==> config.mk <==
export PLATFORM = sky130hd
export DESIGN_NAME = constraint_sweep_sequencer
export DESIGN_NICKNAME = d
export VERILOG_FILES = /design/src/rtl/constraint_pkg.sv /design/src/rtl/node_window.sv /design/src/rtl/constraint_sweep_sequencer.sv
export SDC_FILE = /design/constraint.sdc
export NUM_CORES = 1
export LEC_CHECK = 0
export CAP_MARGIN = 40
export CORE_MARGIN = 1
export CORE_UTILIZATION = 42
export CTS_CLUSTER_SIZE = 24
export DETAILED_ROUTE_END_ITERATION = 10
export GPL_TIMING_DRIVEN = 0
export PLACE_DENSITY = 0.77
export SLEW_MARGIN = 15
export SYNTH_ARGS = -nofsm -noshare
export SYNTH_HDL_FRONTEND = slang
export SYNTH_SLANG_ARGS = --single-unit
==> constraint.sdc <==
create_clock -name clk -period 2 [get_ports clk]
set_input_delay 0.4 -clock clk [delete_from_list [all_inputs] [get_ports clk]]
set_output_delay 0.4 -clock clk [all_outputs]
set_load 0.05 [all_outputs]
==> src/rtl/constraint_pkg.sv <==
// Shared types for the rope constraint datapath: fixed-point format,
// sequencer state encoding and the 2-D position vector.
package constraint_pkg;

  localparam int FIX_W    = 32;
  localparam int FIX_FRAC = 16;

  typedef enum logic [2:0] {
    IDLE,
    PRIME,
    FETCH,
    ISSUE,
    WAIT_RES,
    WRITE,
    DONE
  } state_t;

  typedef struct packed {
    logic signed [FIX_W-1:0] x;
    logic signed [FIX_W-1:0] y;
  } vec2_t;

endpackage

==> src/rtl/node_window.sv <==
// Three-slot (up, cur, down) window over the node chain. A shift moves the
// window one node down the rope, injecting the corrected node as the new up.
module node_window
  import constraint_pkg::*;
(
  input  logic  clk,
  input  logic  rst_n,
  input  logic  ld_up,
  input  logic  ld_cur,
  input  logic  ld_down,
  input  vec2_t ld_data,
  input  logic  shift,
  input  vec2_t inject,
  output vec2_t up,
  output vec2_t cur,
  output vec2_t down
);

  always_ff @(posedge clk or negedge rst_n) begin
    if (!rst_n) begin
      up   <= '0;
      cur  <= '0;
      down <= '0;
    end else if (shift) begin
      up  <= inject;
      cur <= down;
    end else begin
      if (ld_up)   up   <= ld_data;
      if (ld_cur)  cur  <= ld_data;
      if (ld_down) down <= ld_data;
    end
  end

endmodule

==> src/rtl/constraint_sweep_sequencer.sv <==
// Gauss-Seidel sweep sequencer: streams (up, self, down) triples from the
// position RAM through the constraint unit and writes nodes 1..N-1 back.
module constraint_sweep_sequencer
  import constraint_pkg::*;
#(
  parameter int N_NODES = 16,
  parameter int ADDR_W  = 4,
  parameter int DATA_W  = 32
) (
  input  logic              clk,
  input  logic              rst_n,
  input  logic              start,
  input  logic [3:0]        iters,
  output logic              busy,
  output logic              done,
  output logic              mem_rd_en,
  output logic [ADDR_W-1:0] mem_rd_addr,
  input  logic [DATA_W-1:0] mem_rd_x,
  input  logic [DATA_W-1:0] mem_rd_y,
  output logic              mem_wr_en,
  output logic [ADDR_W-1:0] mem_wr_addr,
  output logic [DATA_W-1:0] mem_wr_x,
  output logic [DATA_W-1:0] mem_wr_y,
  output logic              cu_valid,
  input  logic              cu_ready,
  output logic [DATA_W-1:0] cu_up_x,
  output logic [DATA_W-1:0] cu_up_y,
  output logic [DATA_W-1:0] cu_x,
  output logic [DATA_W-1:0] cu_y,
  output logic [DATA_W-1:0] cu_down_x,
  output logic [DATA_W-1:0] cu_down_y,
  input  logic              cu_res_valid,
  input  logic [DATA_W-1:0] cu_res_x,
  input  logic [DATA_W-1:0] cu_res_y
);

  localparam int CW = ADDR_W + 1;
  localparam logic [CW-1:0] LAST_IDX = CW'(N_NODES - 1);
  localparam logic [CW-1:0] END_IDX  = CW'(N_NODES);

  state_t        state, state_n;
  logic          phase, phase_n;
  logic [CW-1:0] idx;
  logic [3:0]    sweeps;
  logic          pend_up, pend_cur, pend_down;
  logic          accept, rd_up, rd_cur, rd_down, copy_down;
  logic          capture, advance, sweep_end;
  vec2_t         res, w_up, w_cur, w_down, ld_data;

  always_ff @(posedge clk or negedge rst_n) begin
    if (!rst_n) state <= IDLE;
    else        state <= state_n;
  end

  always_comb begin
    state_n     = state;
    phase_n     = phase;
    busy        = 1'b0;
    done        = 1'b0;
    mem_rd_en   = 1'b0;
    mem_rd_addr = '0;
    mem_wr_en   = 1'b0;
    mem_wr_addr = '0;
    cu_valid    = 1'b0;
    accept      = 1'b0;
    rd_up       = 1'b0;
    rd_cur      = 1'b0;
    rd_down     = 1'b0;
    copy_down   = 1'b0;
    capture     = 1'b0;
    advance     = 1'b0;
    sweep_end   = 1'b0;
    unique case (state)
      IDLE: begin
        if (start) begin
          accept  = 1'b1;
          phase_n = 1'b0;
          state_n = PRIME;
        end
      end
      PRIME: begin
        busy      = 1'b1;
        mem_rd_en = 1'b1;
        if (!phase) begin
          rd_up   = 1'b1;
          phase_n = 1'b1;
        end else begin
          mem_rd_addr = ADDR_W'(1);
          rd_cur      = 1'b1;
          phase_n     = 1'b0;
          state_n     = FETCH;
        end
      end
      FETCH: begin
        busy = 1'b1;
        // idx == N_NODES lands here after the final write-back of a sweep
        if (idx == END_IDX) begin
          sweep_end = 1'b1;
          state_n   = (sweeps == 4'd1) ? DONE : PRIME;
        end else if (idx == LAST_IDX) begin
          copy_down = 1'b1;
          state_n   = ISSUE;
        end else if (!phase) begin
          mem_rd_en   = 1'b1;
          mem_rd_addr = ADDR_W'(idx + 1'b1);
          rd_down     = 1'b1;
          phase_n     = 1'b1;
        end else begin
          phase_n = 1'b0;
          state_n = ISSUE;
        end
      end
      ISSUE: begin
        busy     = 1'b1;
        cu_valid = 1'b1;
        if (cu_ready) begin
          capture = cu_res_valid;
          state_n = cu_res_valid ? WRITE : WAIT_RES;
        end
      end
      WAIT_RES: begin
        busy = 1'b1;
        if (cu_res_valid) begin
          capture = 1'b1;
          state_n = WRITE;
        end
      end
      WRITE: begin
        busy        = 1'b1;
        mem_wr_en   = 1'b1;
        mem_wr_addr = idx[ADDR_W-1:0];
        advance     = 1'b1;
        state_n     = FETCH;
      end
      DONE: begin
        done    = 1'b1;
        state_n = IDLE;
      end
      default: state_n = IDLE;
    endcase
  end

  always_ff @(posedge clk or negedge rst_n) begin
    if (!rst_n) begin
      phase     <= 1'b0;
      idx       <= '0;
      sweeps    <= '0;
      pend_up   <= 1'b0;
      pend_cur  <= 1'b0;
      pend_down <= 1'b0;
      res       <= '0;
    end else begin
      phase     <= phase_n;
      pend_up   <= rd_up;
      pend_cur  <= rd_cur;
      pend_down <= rd_down;
      if (accept) begin
        idx    <= CW'(1);
        sweeps <= (iters == 4'd0) ? 4'd1 : iters;
      end
      if (sweep_end) begin
        idx    <= CW'(1);
        sweeps <= sweeps - 4'd1;
      end
      if (advance) idx <= idx + 1'b1;
      if (capture) res <= vec2_t'({cu_res_x, cu_res_y});
    end
  end

  // Read data lands one cycle after its strobe; the last node copies self into down.
  assign ld_data = copy_down ? w_cur : vec2_t'({mem_rd_x, mem_rd_y});

  node_window u_window (
    .clk     (clk),
    .rst_n   (rst_n),
    .ld_up   (pend_up),
    .ld_cur  (pend_cur),
    .ld_down (pend_down | copy_down),
    .ld_data (ld_data),
    .shift   (advance),
    .inject  (res),
    .up      (w_up),
    .cur     (w_cur),
    .down    (w_down)
  );

  assign cu_up_x   = w_up.x;
  assign cu_up_y   = w_up.y;
  assign cu_x      = w_cur.x;
  assign cu_y      = w_cur.y;
  assign cu_down_x = w_down.x;
  assign cu_down_y = w_down.y;
  assign mem_wr_x  = res.x;
  assign mem_wr_y  = res.y;

endmodule

==> flow_summary.toml <==
[worst_setup_path]
cp-end-kind = "primary output"
reg2regPathDepth = 12
critical_path_peak_fanout = 5
critical_path.reg2reg.startpoint = "idx[1]$_DFFE_PN0P_"
worst_reg_to_reg_setup_slack_ns = -0.29
crit_top_cell = "ha_4"
required_time_at_the_endpoint_of_the_critical_path_ns = 1.60
worstPathBufferInverterCount = 2
largest_delay_share_family_worst_path = "simple AND/OR/NAND/NOR gates"
crit_chain = "ha_4 > and3_4 > ha_4 > or3_4 > inv_2 > a21o_4 > buf_8"
endpoint_of_the_worst_slack_reg_to_reg_timing_path = "u_window.cur[42]$_DFFE_PN0P_"
timing.critical_path.from_type = "flip-flop"
type_of_the_worst_setup_path = "flip-flop to primary output"
timing.critical_path.slowest_stage_cell = "dfrtp_2"
critical-path-max-stage-delay_ns = 0.44
timing.critical_path.arrival_ns = 2.27

[grt]
grt-ovfl-total = 0
grt_start_max_net_pins = 100
groute.usage.overall = 0.284
wire_length_of_the_first_global_routing_pass_um = 66500
antenna_found_initial = 3
grt_pass1_vias = 11000

[placement]
placed_cells = 1897
detailedPlacementHpwl_um = 30600
gp_congestion = 0.856
place.port_buffers = 405

[clocking]
htreeDepth = 1
clock_latency_ns = 0.56
numCtsBuffers = 30
cts_num_sinks = 272
cts.root.buffer_cell = "clkbuf_16"
cts_tree = "yes"
worst_setup_hold_path_clk_slew_ns = 0.06
clock_tree.buffer_depth = 3

[timing]
final_period_minus_worst_setup_slack_ns = 2.67
rsz0062_at_grt = "yes"
final_critical_path_setup_slack_ns = -0.672
worst-slew-pin-transition_ns = 0.651
hold_viol_final = 0
setup-violations-final = 202
timing.final.crit_share = 1.34
fmaxAchievable_mhz = 374
final.setup_skew_ns = 0.0112
final_max_slew_viol_count = 0
timing.max_slew.rel_slack = 0.566

[die]
floorplan.die.height_um = 175
floorplan.io_pins = 406
std_cell_rows = 63
coreArea_um2 = 29600
start_util = 0.426
design.die.area_um2 = 30700
die_width_um = 175

[synthesis]
synthesis.area_um2 = 12600
yosys-top-cells-count = "dfrtp_1, mux2i_1, inv_1, o21ai_0"
yosys.area.top_type_share = 0.540
syn-instance-count = 1098
ys_seq_area_frac = 0.540
synth_fp_nets = 1241
most_instantiated_flip_flop_cell_in_the_synthesis_netlist = "dfrtp_1"
synth_edf_count = 0
number_of_distinct_standard_cells_referenced_by_the_synthesized_netlist = 49
yosys_warning_count = 0
synth_async_sr_flop_share = 1.00
synthTopCellsByArea = "dfrtp_1, mux2i_1, nor3b_1"
synth_most_common_cell = "dfrtp_1"
ys_seq_elements = 272
synth_area_per_cell_um2 = 11.5
synthDominantAreaCellType = "dfrtp_1"

[worst_hold_path]
hold_class = "primary input to async pin"

[detailed_routing]
totalWireLength_um = 45800
drt_iter0_drc = 559
post_drt_wl_per_cell_um = 22.6
drc_errors = 0
antenna_violating_nets_remaining = 0
vias = 10800
routed_via_density = 5.34
drt_first_pass_iters = 5

[cells_and_area]
fin_nets = 1748
areaGrowthSynthToFinish_pct = 62.1
final_core_utilization = 0.691
layoutNonFillerInstCount = 2022
fraction_of_final_layout_cells_sized_beyond_drive_strength_1 = 0.199

[power_and_ir_drop]
leakagePower_uw = 0.0108
power.density_nw_per_um2 = 1950
max-vdd-ir-drop_mv = 1.06
power_uw = 39700

[status]
status = "finished with violations"
violated_checks = "setup timing"

[flow_run]
max_cap_violations = 0
-- cell usage in the layout (no fill, tap or decap), types with 3 or more instances in the layout --
cell type	count
buf_8	11
inv_1	71
o22ai_1	5
nand2_1	70
o21ai_1	66
mux2_2	38
mux2_1	26
o21ai_2	4
clkbuf_1	35
dlygate4sd2_1	115
dfrtp_2	3
ha_1	3
nand2b_1	6
mux2i_2	36
nand3_1	4
nor2_4	5
clkbuf_16	44
nor2_1	6
clkbuf_2	6
buf_6	18
ha_4	3
nor3_1	4
mux2i_1	127
dfrtp_1	269
nor3b_1	65
inv_2	3
buf_12	30
o21ai_0	68
dlymetal6s2s_1	132
clkbuf_8	8
clkdlybuf4s50_1	136
bufinv_16	5
buf_2	9
mux2i_4	30
diode_2	3
buf_16	5
buf_4	37
clkdlybuf4s15_1	7
a21oi_1	71
-- worst max path at each step --
stage                                     from                     to  slack [ns]  cells past startpoint
final                       idx[1]$_DFFE_PN0P_         mem_rd_addr[0]       -0.67                      7
after global routing        idx[1]$_DFFE_PN0P_         mem_rd_addr[0]       -0.73                      7
after detailed placement  state[1]$_DFFE_PN0P_         mem_wr_addr[2]       -1.55                      6
after floorplan             idx[0]$_DFFE_PN0P_         mem_rd_addr[1]      -0.003                      5
after global placement                   rst_n  sweeps[3]$_DFFE_PN0P_      -11.44                      1
after CTS                   idx[1]$_DFFE_PN0P_         mem_rd_addr[0]       -0.69                      7
-- power by group --
| group | switching (uW) | internal (uW) | leakage, uW |
|---|---|---|---|
| combinational | 15200 | 7680 | 0.00705 |
| sequential | 2470 | 8320 | 0.00326 |
| clock | 2310 | 3770 | 0.000530 |
| total | 19900 | 19800 | 0.0108 |
-- flip-flops by register name (all words and copies together), names as in the netlist, 3 cells and up --
register       cells
idx                5
mem_wr_x          32
mem_wr_y          32
state              3
sweeps             4
u_window.cur      64
u_window.down     64
u_window.up       64
-- per-layer routing --
metal  share of wire  global-route usage  vias to the layer above
li1                -                   -                     4856
met1            0.41               0.362                     5405
met2            0.49               0.480                      436
met3           0.059              0.0474                      102
met4           0.044               0.113                        0
met5               0                   0                        -
-- what timing repair did --
action,4_1_cts,5_1_grt
cloned,8,9
hold buffers,1,0
setup endpoints to repair,511,376
gates resized for setup,350,231
pin swaps,2,8
hold endpoints to repair,45,0
setup buffers,28,25
-- cells by family (layout without fill, tap and decap cells) --
kind of cell,Yosys count,after routing,synth area share
AOI/OAI and AO/OA,228,228,0.0964
xor gates and xnor gates,2,2,0.00139
adders and majority gates,6,6,0.00596
buffers and inverters,151,682,0.0639
DFF,272,272,0.540
muxes,257,257,0.211
other,0,3,0
and+or+nand+nor,182,182,0.0815
-- area by class of cell --
type | instances | area, um^2
Tap cell | 390 | 488
Sequential cell | 272 | 6810
Inverter | 76 | 290
Timing Repair Buffer | 475 | 5270
Antenna cell | 3 | 7.51
Fill cell | 2127 | 9150
Multi-Input combinational cell | 675 | 5670
Clock inverter | 7 | 160
Clock buffer | 49 | 923
Buffer | 75 | 800
-- per-stage QoR --
step / worst slack [ns] / cell area, um^2 / setup TNS (ns) / hold WS (ns)
2_1_floorplan: -0.00300 / 12700 / -0.00899 / 0.104
3_3_place_gp: -11.44 / 17200 / -3210.66 / 0.487
3_5_place_dp: -1.55 / 17300 / -87.73 / 0.344
4_1_cts: -0.687 / 19400 / -51.07 / 0.343
5_1_grt: -0.726 / 20400 / -52.74 / 0.377
6_report: -0.672 / 20400 / -36.92 / 0.345
No activity file was read; power rests on OpenSTA's default activity.
